File: src/rtl/mole_gen.sv
// -----------------------------------------------------------------------------
// mole_gen
//   Game-sequencing stage for the whack-a-mole LED matrix. It runs once per
//   mole period on clk_half and performs three jobs:
//     - runs the game state machine (IDLE / PLAY / WIN / LOSE);
//     - draws a pseudo-random mole position from an 8-bit LFSR each period;
//     - scores the mole that was just shown as a hit or a miss.
//
// Parameters
//   WIN_SCORE  hits needed to win (1..15)
//   MAX_MISS   misses that end the game (1..7)
//   LFSR_SEED  LFSR value after reset (nonzero)
//
// Ports
//   clk_half    in   1  mole-period clock, rising edge active
//   rst         in   1  synchronous, active-high reset
//   start       in   1  IDLE: begin a game; WIN/LOSE: return to IDLE
//   hit         in   1  current mole was struck this period (held to the edge)
//   rowran      out  3  mole row, 2..5 in PLAY, 0 otherwise
//   colran      out  3  mole column, 2..5 in PLAY, 0 otherwise
//   mole_valid  out  1  a mole is being presented (PLAY only)
//   state       out  2  00 IDLE, 01 PLAY, 10 WIN, 11 LOSE
//   score       out  4  hits in the current or last game
//   misses      out  3  misses in the current or last game
// -----------------------------------------------------------------------------
module mole_gen #(
   parameter int unsigned WIN_SCORE = 10,
   parameter int unsigned MAX_MISS  = 5,
   parameter logic [7:0]  LFSR_SEED = 8'hA5
) (
   input  logic       clk_half,
   input  logic       rst,
   input  logic       start,
   input  logic       hit,
   output logic [2:0] rowran,
   output logic [2:0] colran,
   output logic       mole_valid,
   output logic [1:0] state,
   output logic [3:0] score,
   output logic [2:0] misses
);

   typedef enum logic [1:0] {
      S_IDLE = 2'b00,
      S_PLAY = 2'b01,
      S_WIN  = 2'b10,
      S_LOSE = 2'b11
   } state_t;

   localparam logic [3:0] WIN_SCORE_C = 4'(WIN_SCORE);
   localparam logic [2:0] MAX_MISS_C  = 3'(MAX_MISS);

   // 8-bit Fibonacci LFSR, taps 7/5/4/3, shifting left. The all-zero state is
   // a lock-up state for this structure, so it is escaped by reloading the seed.
   function automatic logic [7:0] lfsr_advance(input logic [7:0] l);
      logic [7:0] r;
      if (l == 8'h00) begin
         r = LFSR_SEED;
      end else begin
         r = {l[6:0], l[7] ^ l[5] ^ l[4] ^ l[3]};
      end
      return r;
   endfunction

   // Maps an LFSR value to a {row, col} mole position in 2..5.
   // With no_rep set, a candidate equal to the current position has its
   // column bumped by one (cyclic within 2..5) so the mole visibly moves.
   function automatic logic [5:0] place_mole(input logic [7:0] l,
                                             input logic       no_rep,
                                             input logic [2:0] cur_row,
                                             input logic [2:0] cur_col);
      logic [2:0] r;
      logic [2:0] c;
      logic [1:0] c_bump;
      r      = 3'd2 + {1'b0, l[1:0]};
      c      = 3'd2 + {1'b0, l[3:2]};
      c_bump = l[3:2] + 2'd1;
      if (no_rep && (r == cur_row) && (c == cur_col)) begin
         c = 3'd2 + {1'b0, c_bump};
      end
      return {r, c};
   endfunction

   state_t     state_p0;
   state_t     state_nxt;
   logic [7:0] lfsr_p0;
   logic [7:0] lfsr_nxt;
   logic [2:0] row_nxt;
   logic [2:0] col_nxt;
   logic [3:0] score_nxt;
   logic [2:0] misses_nxt;
   logic [3:0] score_inc;
   logic [2:0] misses_inc;
   logic [5:0] mole_first;
   logic [5:0] mole_next;

   assign lfsr_nxt   = lfsr_advance(lfsr_p0);
   assign score_inc  = score + 4'd1;
   assign misses_inc = misses + 3'd1;
   // The first mole of a game is never subject to the no-repeat rule.
   assign mole_first = place_mole(lfsr_nxt, 1'b0, rowran, colran);
   assign mole_next  = place_mole(lfsr_nxt, 1'b1, rowran, colran);

   // ---- state / output registers (all outputs registered) ----
   always_ff @(posedge clk_half) begin
      if (rst) begin
         state_p0   <= S_IDLE;
         lfsr_p0    <= LFSR_SEED;
         rowran     <= 3'd0;
         colran     <= 3'd0;
         mole_valid <= 1'b0;
         score      <= 4'd0;
         misses     <= 3'd0;
      end else begin
         state_p0   <= state_nxt;
         lfsr_p0    <= lfsr_nxt;
         rowran     <= row_nxt;
         colran     <= col_nxt;
         mole_valid <= (state_nxt == S_PLAY);
         score      <= score_nxt;
         misses     <= misses_nxt;
      end
   end

   // ---- next-state logic ----
   always_comb begin
      state_nxt = state_p0;
      unique case (state_p0)
         S_IDLE: begin
            if (start) state_nxt = S_PLAY;
         end
         S_PLAY: begin
            // Win takes precedence; only one counter moves per edge anyway.
            if (hit && (score_inc == WIN_SCORE_C)) begin
               state_nxt = S_WIN;
            end else if (!hit && (misses_inc == MAX_MISS_C)) begin
               state_nxt = S_LOSE;
            end
         end
         S_WIN, S_LOSE: begin
            if (start) state_nxt = S_IDLE;
         end
         default: state_nxt = S_IDLE;
      endcase
   end

   // ---- next values of the registered outputs ----
   always_comb begin
      row_nxt    = 3'd0;
      col_nxt    = 3'd0;
      score_nxt  = score;
      misses_nxt = misses;
      unique case (state_p0)
         S_IDLE: begin
            if (start) begin
               score_nxt  = 4'd0;
               misses_nxt = 3'd0;
               row_nxt    = mole_first[5:3];
               col_nxt    = mole_first[2:0];
            end
         end
         S_PLAY: begin
            if (hit) begin
               score_nxt = score_inc;
            end else begin
               misses_nxt = misses_inc;
            end
            if (state_nxt == S_PLAY) begin
               row_nxt = mole_next[5:3];
               col_nxt = mole_next[2:0];
            end
         end
         default: begin
            row_nxt = 3'd0;
            col_nxt = 3'd0;
         end
      endcase
   end

   assign state = state_p0;

endmodule

File: config.mk
export PLATFORM = sky130hd
export DESIGN_NAME = mole_gen
export DESIGN_NICKNAME = d
export VERILOG_FILES = /design/src/rtl/mole_gen.sv
export SDC_FILE = /design/constraint.sdc
export NUM_CORES = 1
export LEC_CHECK = 0
export CAP_MARGIN = 10
export CORE_MARGIN = 2
export CORE_UTILIZATION = 55
export CTS_CLUSTER_DIAMETER = 150
export DETAILED_ROUTE_END_ITERATION = 8
export MAX_ROUTING_LAYER = met4
export PLACE_DENSITY_LB_ADDON = 0.2
export REMOVE_ABC_BUFFERS = 1
export SLEW_MARGIN = 20
export SYNTH_ARGS = -nofsm -noshare
export SYNTH_HDL_FRONTEND = slang
export SYNTH_SLANG_ARGS = --single-unit
File: constraint.sdc
create_clock -name clk_half -period 3.2 [get_ports clk_half]
set_clock_uncertainty 0.2 [all_clocks]
set_input_delay 0.64 -clock clk_half [delete_from_list [all_inputs] [get_ports clk_half]]
set_output_delay 0.64 -clock clk_half [all_outputs]
set_load 0.02 [all_outputs]
# Word-level counts from Yosys, hierarchy flattened
# Cells that the tools add are included.
# word_totals
out_inout_bits	16
word_cells	58
ff_bits	24
inputBits	4
# classes
n_mux	19
addsub	6
eq_ne	11
reduce_logical	11
bitwise_logic	3
# ops
op	n
2-to-1 mux 3 bit	7
case mux 3 bit (2 select lines)	3
2-to-1 mux 4 bit	3
adder 2 x 2 -> 3 bit (first input constant)	3
zero test 8 bit	1
2-to-1 mux 2 bit	4
case mux 4 bit (2 select lines)	1
equality test 3 bit	2
inequality test 2 bit (second input constant)	3
case mux 2 bit (3 select lines)	1
AND reduction 3 bit	2
adder 4 x 1 -> 4 bit (second input constant)	1
equality test 2 x 1 -> 1 bit (second input constant)	2
equality test 2 bit (second input constant)	2
equality test 4 bit (second input constant)	1
OR reduction 2 bit	2
adder 3 x 1 -> 3 bit (second input constant)	1
equality test 3 bit (second input constant)	1
logical AND 1 bit	3
XOR 1 bit	3
adder 2 x 1 -> 2 bit (second input constant)	1
zero test 2 bit	1
nonzero test 2 bit	1
zero test 1 bit	1

# Logic depth before layout (Yosys ltp)
# Gate-level depths: netlist of the first run.
# depth
word_depth	10
mapped_depth	7
mapped_depth_nobuf	7

# Worst setup path before layout of the first run
# OpenSTA, ideal clock, no wires.
# synth_path
path_kind	register -> register
start	register score[0]
end	register colran[1]
setup_time_ps	63
path_stages_with_launch	7
path_slack_ps	1146
required_ps	2937
arrival_time_ps	1791
synth_period_minus_slack_ps	2054
path_buffers	0
path_cell_list	dfxtp_1 -> ha_1 -> nor2b_1 -> and4b_1 -> a2111oi_0 -> o211ai_1 -> nand3_1
# synth_via
elab_chain_cells	8
# synth_rtl
element	line	text
start: declaration	39	output logic [3:0] score,
start signal: assignment	120	score <= score_nxt;
adder 4 x 1 -> 4 bit	98	assign score_inc = score + 4'd1;
equality test 4 bit	134	if (hit && (score_inc == WIN_SCORE_C)) begin
logical AND 1 bit	134	
2-to-1 mux 2 bit	134	
case mux 2 bit (3 select lines)	128	unique case (state_p0)
equality test 2 x 1 -> 1 bit	168	if (state_nxt == S_PLAY) begin
2-to-1 mux 3 bit	168	
case mux 3 bit (2 select lines)	153	unique case (state_p0)
end signal: assignment	118	colran <= col_nxt;
end: declaration	36	output logic [2:0] colran,
# No other way between the ends.
# A chain may end at the register's enable or synchronous reset.

==> reports/qor.txt, run 1 <==
Status - complete, no violations
WHS - 0.2962 ns
Share of cells above drive strength 1 - 6.875%
Largest delay share family, worst path - compound AO/OA/AOI/OAI gates
# DRC - 0
Tightest Pin Transition - 0.6874 ns
# rows - 16
Clock Tree Buf Depth - 2
Hold buffer count at CTS - 0
Dominant register cell in the synthesized netlist - dfxtp_1
DIE WIDTH - 50.95 µm
CP Launch Type - input pin
First-pass GRT wire length - 4547 µm
Vias in the first global route - 1070
Post-DRT Antenna Nets - 0
Setup ws final - 0.7922 ns
Peak supply drop - 303.3 µV
Synth Instances - 138
Chip Height - 50.95 µm
Slew margin rel. - 52.99%
Signal arrival time at the worst endpoint - 2.47 ns
HP Class - flip-flop to flip-flop
Synth area leader - dfxtp_1
Final-report setup violation count - 0
Post-CTS Resized - 0
DR vias/cell - 5.936
Max-Cap Viols - 0
Clock slew at reported path FFs - 0.12 ns
Gr usage total - 23.38%
GR Overflow Total - 0
Routed len/inst - 14.08 µm
Critical path cell sequence - clkdlybuf4s50_1, or2_2, a2111oi_0, o31ai_1, nand3_1
Slew Limit Fails - 0
Final nets - 170
P per Cell Area - 394.9 mW/mm²
Clk_lat worst skew - 0.31 ns
CP Class - input pin to flip-flop
Leak - 0.5640 nW
Initial DRC Count - 21
H-tree levels - 1
Crit-path max FO - 10
Power Total - 0.0005790 W
RSZ-0062 raised after global routing - no
CP bufs+invs - 1
Crit path max-delay cell type - a2111oi_0
Final worst path period share - 75.24%
Seq/Total Area, Yosys - 39.63%
Hold Vio Cnt, Final - 0
Syn_area_per_cell - 8.786 µm²
Largest net degree at the start of global routing - 13
Dpl hpwl - 2032 µm
Core Box Area - 0.002022 mm²
Post-synth EDFFs - 0
Fillers - 163
Number of top-level pins - 20
Initial antenna violation count - 0
Synth Register Bits - 24
Setup Fix Bufs, Post-CTS - 0
Routed WL - 2633 µm
Antenna diodes - 0
Clk sink count - 24
Initial Utilization - 59.96%
Setup TNS - 0 ns
CTS root buf - clkbuf_4
CP peak stage delay - 0.61 ns
Synth warnings - 0
P&R area growth vs syn - 20.95%
Gpl congestion - 0.7799
Crit. End Element - flip-flop
Cell area after synthesis - 0.001212 mm²
Drt first pass iters - 4
Port Buffers - 19
Minimum clock period - 2.408 ns
Post-synth top area share - 39.63%
CP required - 3.27 ns
Total number of vias - 1110
Ranking of synthesized cells by area - dfxtp_1 40%, nor2_1 4.6%, ha_1 4.1%, a21oi_1 3.3%, nand2_1 3.1%
Post-synth top cells - 24 x dfxtp_1, 15 x nor2_1, 10 x nand2_1
Top-count cell post-synth - dfxtp_1
Pre-CTS setup slack - 0.5360 ns
Yosys cell types - 44
FMAX - 415.3 MHz
Num CTS Buffers - 3
TritonCTS clock tree - yes
Full die area - 0.002596 mm²
Async S/R FF share, synth - 0%
[layout make-up]
| type | instances | area, µm² | share of cell area (%) |
|---|---|---|---|
| repair buffers | 21 | 205.2 | 13.99 |
| clock buffers | 3 | 22.52 | 1.536 |
| inverters | 10 | 37.54 | 2.560 |
| well taps | 27 | 33.78 | 2.304 |
| flip-flops and latches | 24 | 480.5 | 32.76 |
| multi-input cells | 102 | 686.9 | 46.84 |
[registers in the layout, summed over array words and instances (netlist names)]
name        count
rowran          3
misses          3
score           4
state           2
lfsr_p0         8
colran          3
mole_valid      1
[where the power goes]
part           switching, W  total, W  internal (W)
registers         0.0000195  0.000336      0.000316
logic             0.0000621  0.000114     0.0000520
clock network     0.0000848  0.000129     0.0000441
[stage by stage]
| stage | cell area, µm² | util (%) | std cells |
|---|---|---|---|
| floorplan | 1205 | - | 136 |
| global placement | 1444 | 71.41 | 184 |
| detailed placement | 1444 | 71.41 | 184 |
| CTS | 1466 | 72.52 | 187 |
| global route | 1466 | 72.52 | 187 |
| finish | 1466 | 72.52 | 187 |
[cells by family (layout without fill, tap and decap cells)]
family | Yosys count | count (layout) | synth area share [%]
and+or+nand+nor | 60 | 60 | 27.04
AOI/OAI and AO/OA | 34 | 34 | 21.36
DFF | 24 | 24 | 39.63
buffers and inverters | 12 | 34 | 3.715
adders and majority gates | 4 | 4 | 4.128
xor gates and xnor gates | 4 | 4 | 4.128
[placed cells by master, fill, tap and decap left out, drive strengths merged, types with 5 or more instances in the layout]
cell type and count:
nor2 15, clkdlybuf4s50 19, inv 10, nor2b 5, nand2 10, dfxtp 24, a21oi 8, nand3 5
[metal layers]
layer / GRT usage (%) / share of wire (%) / wire, µm
met1: 24.82 / 42 / 1116
met2: 41.99 / 53 / 1388
met3: 4.386 / 3.0 / 79
met4: 10.36 / 1.8 / 48
met5: - / 0 / 0
[path summary, 6_finish.rpt]
| check | start | endpoint | slack, ns | depth (start not counted) |
|---|---|---|---|---|
| max | rst | colran[1]$_SDFF_PP0_ | 0.79 | 5 |
| min | lfsr_p0[6]$_SDFF_PP0_ | lfsr_p0[7]$_SDFF_PP1_ | 0.30 | 1 |
| max reg2reg | score[0]$_SDFFE_PP0P_ | colran[1]$_SDFF_PP0_ | 0.95 | 6 |
| min reg2reg | lfsr_p0[6]$_SDFF_PP0_ | lfsr_p0[7]$_SDFF_PP1_ | 0.30 | 1 |
Note: power is estimated with default switching activity, not from simulation.
==> inputs of run 2 (changes only) <==
--- a/config.mk
+++ b/config.mk
@@ -7,7 +7,7 @@
 export LEC_CHECK = 0
 export CAP_MARGIN = 10
 export CORE_MARGIN = 2
-export CORE_UTILIZATION = 55
+export CORE_UTILIZATION = 51
 export CTS_CLUSTER_DIAMETER = 150
 export DETAILED_ROUTE_END_ITERATION = 8
 export MAX_ROUTING_LAYER = met4
==> constraint.sdc (replaced) <==
create_clock -name clk_half -period 2.43 [get_ports clk_half]
set_clock_uncertainty 0.2 [all_clocks]
set_input_delay 0.486 -clock clk_half [delete_from_list [all_inputs] [get_ports clk_half]]
set_output_delay 0.486 -clock clk_half [all_outputs]
set_load 0.02 [all_outputs]
==> run 2 against run 1 <==
- critical path depth is 1 higher
- largest cell class unchanged
- sequential power is 32% higher
- via count hardly changed
- final area is 1.6% higher
- register-to-register slack worse by 0.77 ns
==> reports/qor.txt, run 2 (synthesized netlist as in run 1, its figures left out) <==
DR vias/cell - 5.837 (-1.7%)
Fillers - 207 (+27%)
# rows - 17 (+1)
Chip Height - 52.76 µm (+3.5%)
P&R area growth vs syn - 22.91%
Initial Utilization - 54.29% (-5.7 points)
Dpl hpwl - 1932 µm (-4.9%)
CP peak stage delay - 0.64 ns (+0.03 ns)
Hold buffer count at CTS - 0 (unchanged)
Post-DRT Antenna Nets - 0 (unchanged)
Final core utilization - 66.72% (-5.8 points)
Crit Reg-Reg Endpoint - colran[1]$_SDFF_PP0_
DIE WIDTH - 52.76 µm (+3.5%)
HP Class - flip-flop to flip-flop
Initial antenna violation count - 0 (unchanged)
Max FFs per register - 8 (unchanged)
Critical path cell sequence - ha_1, nor2b_1, and4b_1, a2111oi_0, o31ai_1, nand3_1
Drt first pass iters - 4 (unchanged)
Worst setup path startpoint - score[0]$_SDFFE_PP0P_
Full die area - 0.002783 mm² (+7.2%)
Gr usage total - 20.69% (-2.7 points)
Max-Cap Viols - 0 (unchanged)
Logic pwr share - 18.7% (-1.0 points)
Placed cell count - 186 (+1.1%)
CP required - 2.49 ns (-0.78 ns)
Clk sink count - 24 (unchanged)
Signal arrival time at the worst endpoint - 2.31 ns (-0.16 ns)
Largest regs - lfsr_p0: 8 flops, score: 4 flops
Core Box Area - 0.002233 mm² (+10%)
Setup slack, reg-to-reg - 0.18 ns (-0.77 ns)
Hold Vio Cnt, Final - 0 (unchanged)
Clk_lat worst skew - 0.31 ns (about the same)
GR Overflow Total - 0 (unchanged)
Routed WL - 2510 µm (-4.7%)
Clock slew at reported path FFs - 0.13 ns (about the same)
First-pass GRT wire length - 4153 µm (-8.7%)
Crit-path max FO - 6 (-4)
Minimum clock period - 2.247 ns
RSZ-0062 raised after global routing - no
Final-report setup violation count - 0 (unchanged)
Initial DRC Count - 18 (-14%)
H-tree levels - 1 (unchanged)
Share of cells above drive strength 1 - 8.025% (+1.1 points)
CP Class - flip-flop to flip-flop
Final nets - 171 (+0.59%)
Biggest register - lfsr_p0
WHS - 0.2910 ns (-0.005194 ns)
Slew margin rel. - 56.75% (+3.8 points)
CP Launch Type - flip-flop
Status - complete, no violations
Clock Tree Buf Depth - 2 (unchanged)
Tightest Pin Transition - 0.6325 ns (-0.05491 ns)
CP endpoint - colran[1]$_SDFF_PP0_
Sw power - 0.0002210 W (+33%)
Reg power frac - 55.5% (-2.5 points)
Leak - 0.5759 nW (+2.1%)
Crit path depth - 6 (+1)
Power Total - 0.0007989 W (+38%)
Final worst path period share - 92.48%
Num CTS Buffers - 3 (unchanged)
Gpl congestion - 0.8633 (+11%)
Antenna diodes - 0 (unchanged)
Commonest non-fill, non-tap cell in the layout - dfxtp_1
FMAX - 445.0 MHz
Clk network pwr share - 25.9% (+3.6 points)
Largest net degree at the start of global routing - 19 (+6)
Largest delay share family, worst path - compound AO/OA/AOI/OAI gates
Worst Hold Path Cells - 1 (unchanged)
Routed len/inst - 13.21 µm (-6.2%)
P per Cell Area - 536.1 mW/mm² (+36%)
CTS root buf - clkbuf_4
Crit path max-delay cell type - a2111oi_0
CP bufs+invs - 0 (-1)
Final Instance Count excl. Fillers - 190 (+1.6%)
Port Buffers - 19 (unchanged)
Total number of vias - 1109 (-0.090%)
Crit. End Element - flip-flop
# DRC - 0 (unchanged)
Commonest cells after routing, fill and taps aside - 24 x dfxtp_1, 19 x clkdlybuf4s50_1, 15 x nor2_1, 10 x nand2_1, 9 x inv_1
Setup TNS - 0 ns (unchanged)
Vias in the first global route - 1025 (-4.2%)
Origin of the critical flop-to-flop path - score[0]$_SDFFE_PP0P_
R2r worst-path depth - 6 (unchanged)
TritonCTS clock tree - yes
P_int - 0.0005779 W (+40%)
Slew Limit Fails - 0 (unchanged)
Number of top-level pins - 20 (unchanged)
Sw Share - 27.66% (-1.1 points)
Peak supply drop - 363.9 µV (+20%)
## run 2: cell type report
| cell class | count | area (µm²) | share of cell area [%] |
|---|---|---|---|
| inverter | 10 | 37.54 | 2.519 |
| multi-input combinational | 102 | 688.2 | 46.18 |
| clock buffer | 4 | 36.28 | 2.435 |
| timing repair buffer | 22 | 212.7 | 14.27 |
| sequential | 24 | 480.5 | 32.24 |
| tap | 28 | 35.03 | 2.351 |
## run 2: power groups by stage
stage	Clock (W)	Sequential [W]	Combinational (W)
3_3_place_gp	0	0.000450	0.000145
4_1_cts	0.000213	0.000443	0.000149
5_1_grt	0.000231	0.000448	0.000162
6_report	0.000207	0.000443	0.000149
2_1_floorplan	0	0.000461	0.0000785
3_5_place_dp	0	0.000452	0.000148
## run 2: how the worst min path moves through the flow
| stage | start | endpoint |
|---|---|---|
| floorplan | lfsr_p0[6]$_SDFF_PP0_ | lfsr_p0[7]$_SDFF_PP1_ |
| global placement | lfsr_p0[6]$_SDFF_PP0_ | lfsr_p0[7]$_SDFF_PP1_ |
| detailed placement | lfsr_p0[6]$_SDFF_PP0_ | lfsr_p0[7]$_SDFF_PP1_ |
| CTS | lfsr_p0[6]$_SDFF_PP0_ | lfsr_p0[7]$_SDFF_PP1_ |
| global route | lfsr_p0[6]$_SDFF_PP0_ | lfsr_p0[7]$_SDFF_PP1_ |
| finish | lfsr_p0[6]$_SDFF_PP0_ | lfsr_p0[7]$_SDFF_PP1_ |
## run 2: metrics by stage
stage               instance area [µm²]  worst slack [ns]
global route                       1490           0.04919
global placement                   1453            0.1258
floorplan                          1205            0.3761
detailed placement                 1453           0.01070
CTS                                1489            0.2015
finish                             1490            0.1827
## run 2: what timing repair did
item | CTS | global route
resized for setup | 0 | 1
hold endpoints to repair | 0 | 0
buffers inserted | 0 | 0
endpoints found under the setup margin | 0 | 2
## run 2: routing by layer
| layer | share of wire (%) | routed length, µm | up-vias | global-route usage [%] |
|---|---|---|---|---|
| met3 | 2.7 | 67 | 7 | 2.571 |
| met4 | 1.6 | 40 | 0 | 8.547 |
| met5 | 0 | 0 | - | - |
| met2 | 52 | 1315 | 23 | 37.29 |
| li1 | - | - | 552 | - |
| met1 | 43 | 1087 | 527 | 22.81 |
==> inputs of run 3 (changes only) <==
--- a/config.mk
+++ b/config.mk
@@ -5,9 +5,11 @@
 export SDC_FILE = /design/constraint.sdc
 export NUM_CORES = 1
 export LEC_CHECK = 0
+export ABC_AREA = 1
 export CAP_MARGIN = 10
 export CORE_MARGIN = 2
-export CORE_UTILIZATION = 51
+export CORE_UTILIZATION = 54
+export CTS_BUF_LIST = sky130_fd_sc_hd__clkbuf_2
 export CTS_CLUSTER_DIAMETER = 150
 export DETAILED_ROUTE_END_ITERATION = 8
 export MAX_ROUTING_LAYER = met4
==> run 3 against run 2 <==
- setup slack better by 0.12 ns
- combinational power is 50% higher
- critical endpoint is now score[0]
- via count is 5.4% lower
- synthesized cell count is 18% higher
- non-clock buffer count is 2 lower
- largest cell class unchanged
- clock-buffer cell count is 1 lower
- sequential power is 2% higher
- die area is 5.5% lower
- highest routed layer unchanged
- sequential share of layout area is 0.27 points higher
- clock power is 25% higher
- cell count is 12% higher
- final area is 0.84% lower
==> reports/qor.txt, run 3 <==
Signal arrival time at the worst endpoint - 1.44 ns (-0.87 ns)
Synth Register Bits - 24 (unchanged)
HP Class - flip-flop to flip-flop
Post-synth EDFFs - 0 (unchanged)
WHS - 0.2959 ns (+0.004927 ns)
Synth warnings - 0 (unchanged)
Largest delay share family, worst path - buffers and inverters
Dominant register cell in the synthesized netlist - dfxtp_1
Post-CTS Resized - 0 (unchanged)
Fillers - 196 (-5.3%)
DR vias/cell - 4.925 (-16%)
Final-report setup violation count - 0 (unchanged)
Clk sink count - 24 (unchanged)
# rows - 17 (unchanged)
Clock slew at reported path FFs - 0.22 ns (+0.09 ns)
CTS root buf - clkbuf_2
Leak - 0.6748 nW (+17%)
Cell area after synthesis - 0.001207 mm² (-0.41%)
CP endpoint - score[0]
Critical path cell sequence - clkdlybuf4s50_1
Routed WL - 2331 µm (-7.1%)
Setup slack, reg-to-reg - 0.68 ns (+0.50 ns)
Pre-CTS setup slack - 0.3728 ns (+0.3621 ns)
Crit. End Element - output port
Post-synth top area share - 39.79% (+0.16 points)
Full die area - 0.002630 mm² (-5.5%)
Post-DRT Antenna Nets - 0 (unchanged)
Clock Tree Buf Depth - 2 (unchanged)
Initial Utilization - 55.65% (+1.4 points)
Final instance area - 0.001478 mm² (-0.84%)
Chip Height - 51.29 µm (-2.8%)
Largest regs - lfsr_p0: 8 flops, score: 4 flops
Port Buffers - 19 (unchanged)
Final core utilization - 68.11% (+1.4 points)
RSZ-0062 raised after global routing - no
Dpl hpwl - 1853 µm (-4.1%)
Crit path depth - 1 (-5)
Origin of the critical flop-to-flop path - score[0]$_SDFFE_PP0P_
R2r worst-path depth - 7 (+1)
Biggest register - lfsr_p0
CP Class - flip-flop to output port
Setup TNS - 0 ns (unchanged)
CP bufs+invs - 1 (+1)
Initial DRC Count - 19 (+1)
P&R area growth vs syn - 22.38%
Synth Instances - 163 (+18%)
CP peak stage delay - 0.64 ns (about the same)
Max FFs per register - 8 (unchanged)
DIE WIDTH - 51.29 µm (-2.8%)
Post-synth top cells - 36 x nand2_1, 24 x dfxtp_1, 23 x inv_1
Worst setup path startpoint - score[0]$_SDFFE_PP0P_
# DRC - 0 (unchanged)
Drt first pass iters - 4 (unchanged)
Final nets - 194 (+13%)
Slew Limit Fails - 0 (unchanged)
Vias in the first global route - 993 (-3.1%)
Hold buffer count at CTS - 0 (unchanged)
Crit path max-delay cell type - clkdlybuf4s50_1
Initial antenna violation count - 0 (unchanged)
Slew margin rel. - 70.65% (+14 points)
Antenna diodes - 0 (unchanged)
Async S/R FF share, synth - 0% (unchanged)
Seq/Total Area, Yosys - 39.79% (+0.16 points)
Routed len/inst - 10.94 µm (-17%)
Clk_lat worst skew - 0.34 ns (+0.03 ns)
Gpl congestion - 0.7700 (-11%)
Status - complete, no violations
Gr usage total - 21.53% (+0.85 points)
Yosys cell types - 27 (-39%)
Commonest cells after routing, fill and taps aside - 36 x nand2_1, 24 x dfxtp_1, 23 x inv_1, 19 x clkdlybuf4s50_1, 17 x nor2_1
GR Overflow Total - 0 (unchanged)
H-tree levels - 1 (unchanged)
Crit Reg-Reg Endpoint - rowran[1]$_SDFF_PP0_
TritonCTS clock tree - yes
Final worst path period share - 87.66% (-4.8 points)
Minimum clock period - 2.130 ns (-0.1171 ns)
Top-count cell post-synth - nand2_1
Hold Vio Cnt, Final - 0 (unchanged)
P per Cell Area - 633.3 mW/mm² (+18%)
Largest net degree at the start of global routing - 18 (-1)
Tightest Pin Transition - 0.4403 ns (-0.1921 ns)
Num CTS Buffers - 3 (unchanged)
Syn_area_per_cell - 7.407 µm² (-16%)
Core Box Area - 0.002170 mm² (-2.9%)
Max-Cap Viols - 0 (unchanged)
Share of cells above drive strength 1 - 15.14% (+7.1 points)
CP Launch Type - flip-flop
Commonest non-fill, non-tap cell in the layout - nand2_1
Ranking of synthesized cells by area - dfxtp_1 40%, nand2_1 11%, inv_1 7.2%, nor2_1 5.3%, ha_1 4.1%
Number of top-level pins - 20 (unchanged)
Setup Fix Bufs, Post-CTS - 0 (unchanged)
Total number of vias - 1049 (-5.4%)
Post-DP Area - 0.001433 mm² (-1.4%)
FMAX - 469.4 MHz (+5.5%)
CP required - 1.74 ns (-0.75 ns)
Setup ws final - 0.2998 ns (+0.1171 ns)
Peak supply drop - 412.6 µV (+13%)
Crit-path max FO - 6 (unchanged)
First-pass GRT wire length - 4119 µm (-0.82%)
Synth area leader - dfxtp_1
==> run 3: tightest hold or removal path, delay by kind of cell, from the launching register on <==
kind	cells	cell delay, ns
and+or+nand+nor	1	0.04
buffers and inverters	1	0.07
DFF	1	0.37
==> run 3: layout make-up <==
class	instances	area [µm²]	area share, %
Multi-Input combinational cell	109	614.3	41.57
Sequential cell	24	480.5	32.51
Timing Repair Buffer	20	197.7	13.38
Inverter	28	105.1	7.113
Tap cell	28	35.03	2.371
Clock inverter	1	30.03	2.032
Clock buffer	3	15.01	1.016
==> run 3: metrics by stage <==
stage                     instances  power (W)
after floorplan                 161  0.0006039
after global placement          209  0.0006759
after detailed placement        209  0.0006851
after CTS                       213  0.0009471
after global routing            213  0.0009844
final                           213  0.0009358
==> run 3: kinds of logic after synthesis <==
kind of cell	after synthesis	share of synthesized area, %
fa+ha+maj	4	4.145
flops	24	39.79
buf+inv	30	9.327
compound gates	23	12.44
simple gates	78	31.40
xor+xnor	4	2.902
==> run 3: worst min path at each step <==
stage                                from                     to  slack, ns  cells after the start
floorplan           lfsr_p0[6]$_SDFF_PP0_  lfsr_p0[7]$_SDFF_PP1_       0.24                      1
global placement    lfsr_p0[5]$_SDFF_PP1_  lfsr_p0[6]$_SDFF_PP0_       0.26                      2
detailed placement  lfsr_p0[6]$_SDFF_PP0_  lfsr_p0[7]$_SDFF_PP1_       0.27                      1
CTS                 lfsr_p0[5]$_SDFF_PP1_  lfsr_p0[6]$_SDFF_PP0_       0.30                      2
global route        lfsr_p0[6]$_SDFF_PP0_  lfsr_p0[7]$_SDFF_PP1_       0.34                      1
finish              lfsr_p0[5]$_SDFF_PP1_  lfsr_p0[6]$_SDFF_PP0_       0.30                      2
==> run 3: where the power goes <==
part	switching (W)	total (W)	internal, W
clock	0.000117	0.000259	0.000142
combinational	0.000134	0.000224	0.0000902
sequential	0.0000269	0.000453	0.000426
==> run 3: layer usage <==
metal	track usage [%]	up-vias	part of all wire, %
li1	-	554	-
met3	2.632	5	2.5
met1	23.40	474	42
met2	39.39	16	53
met5	-	-	0
met4	9.211	0	1.8
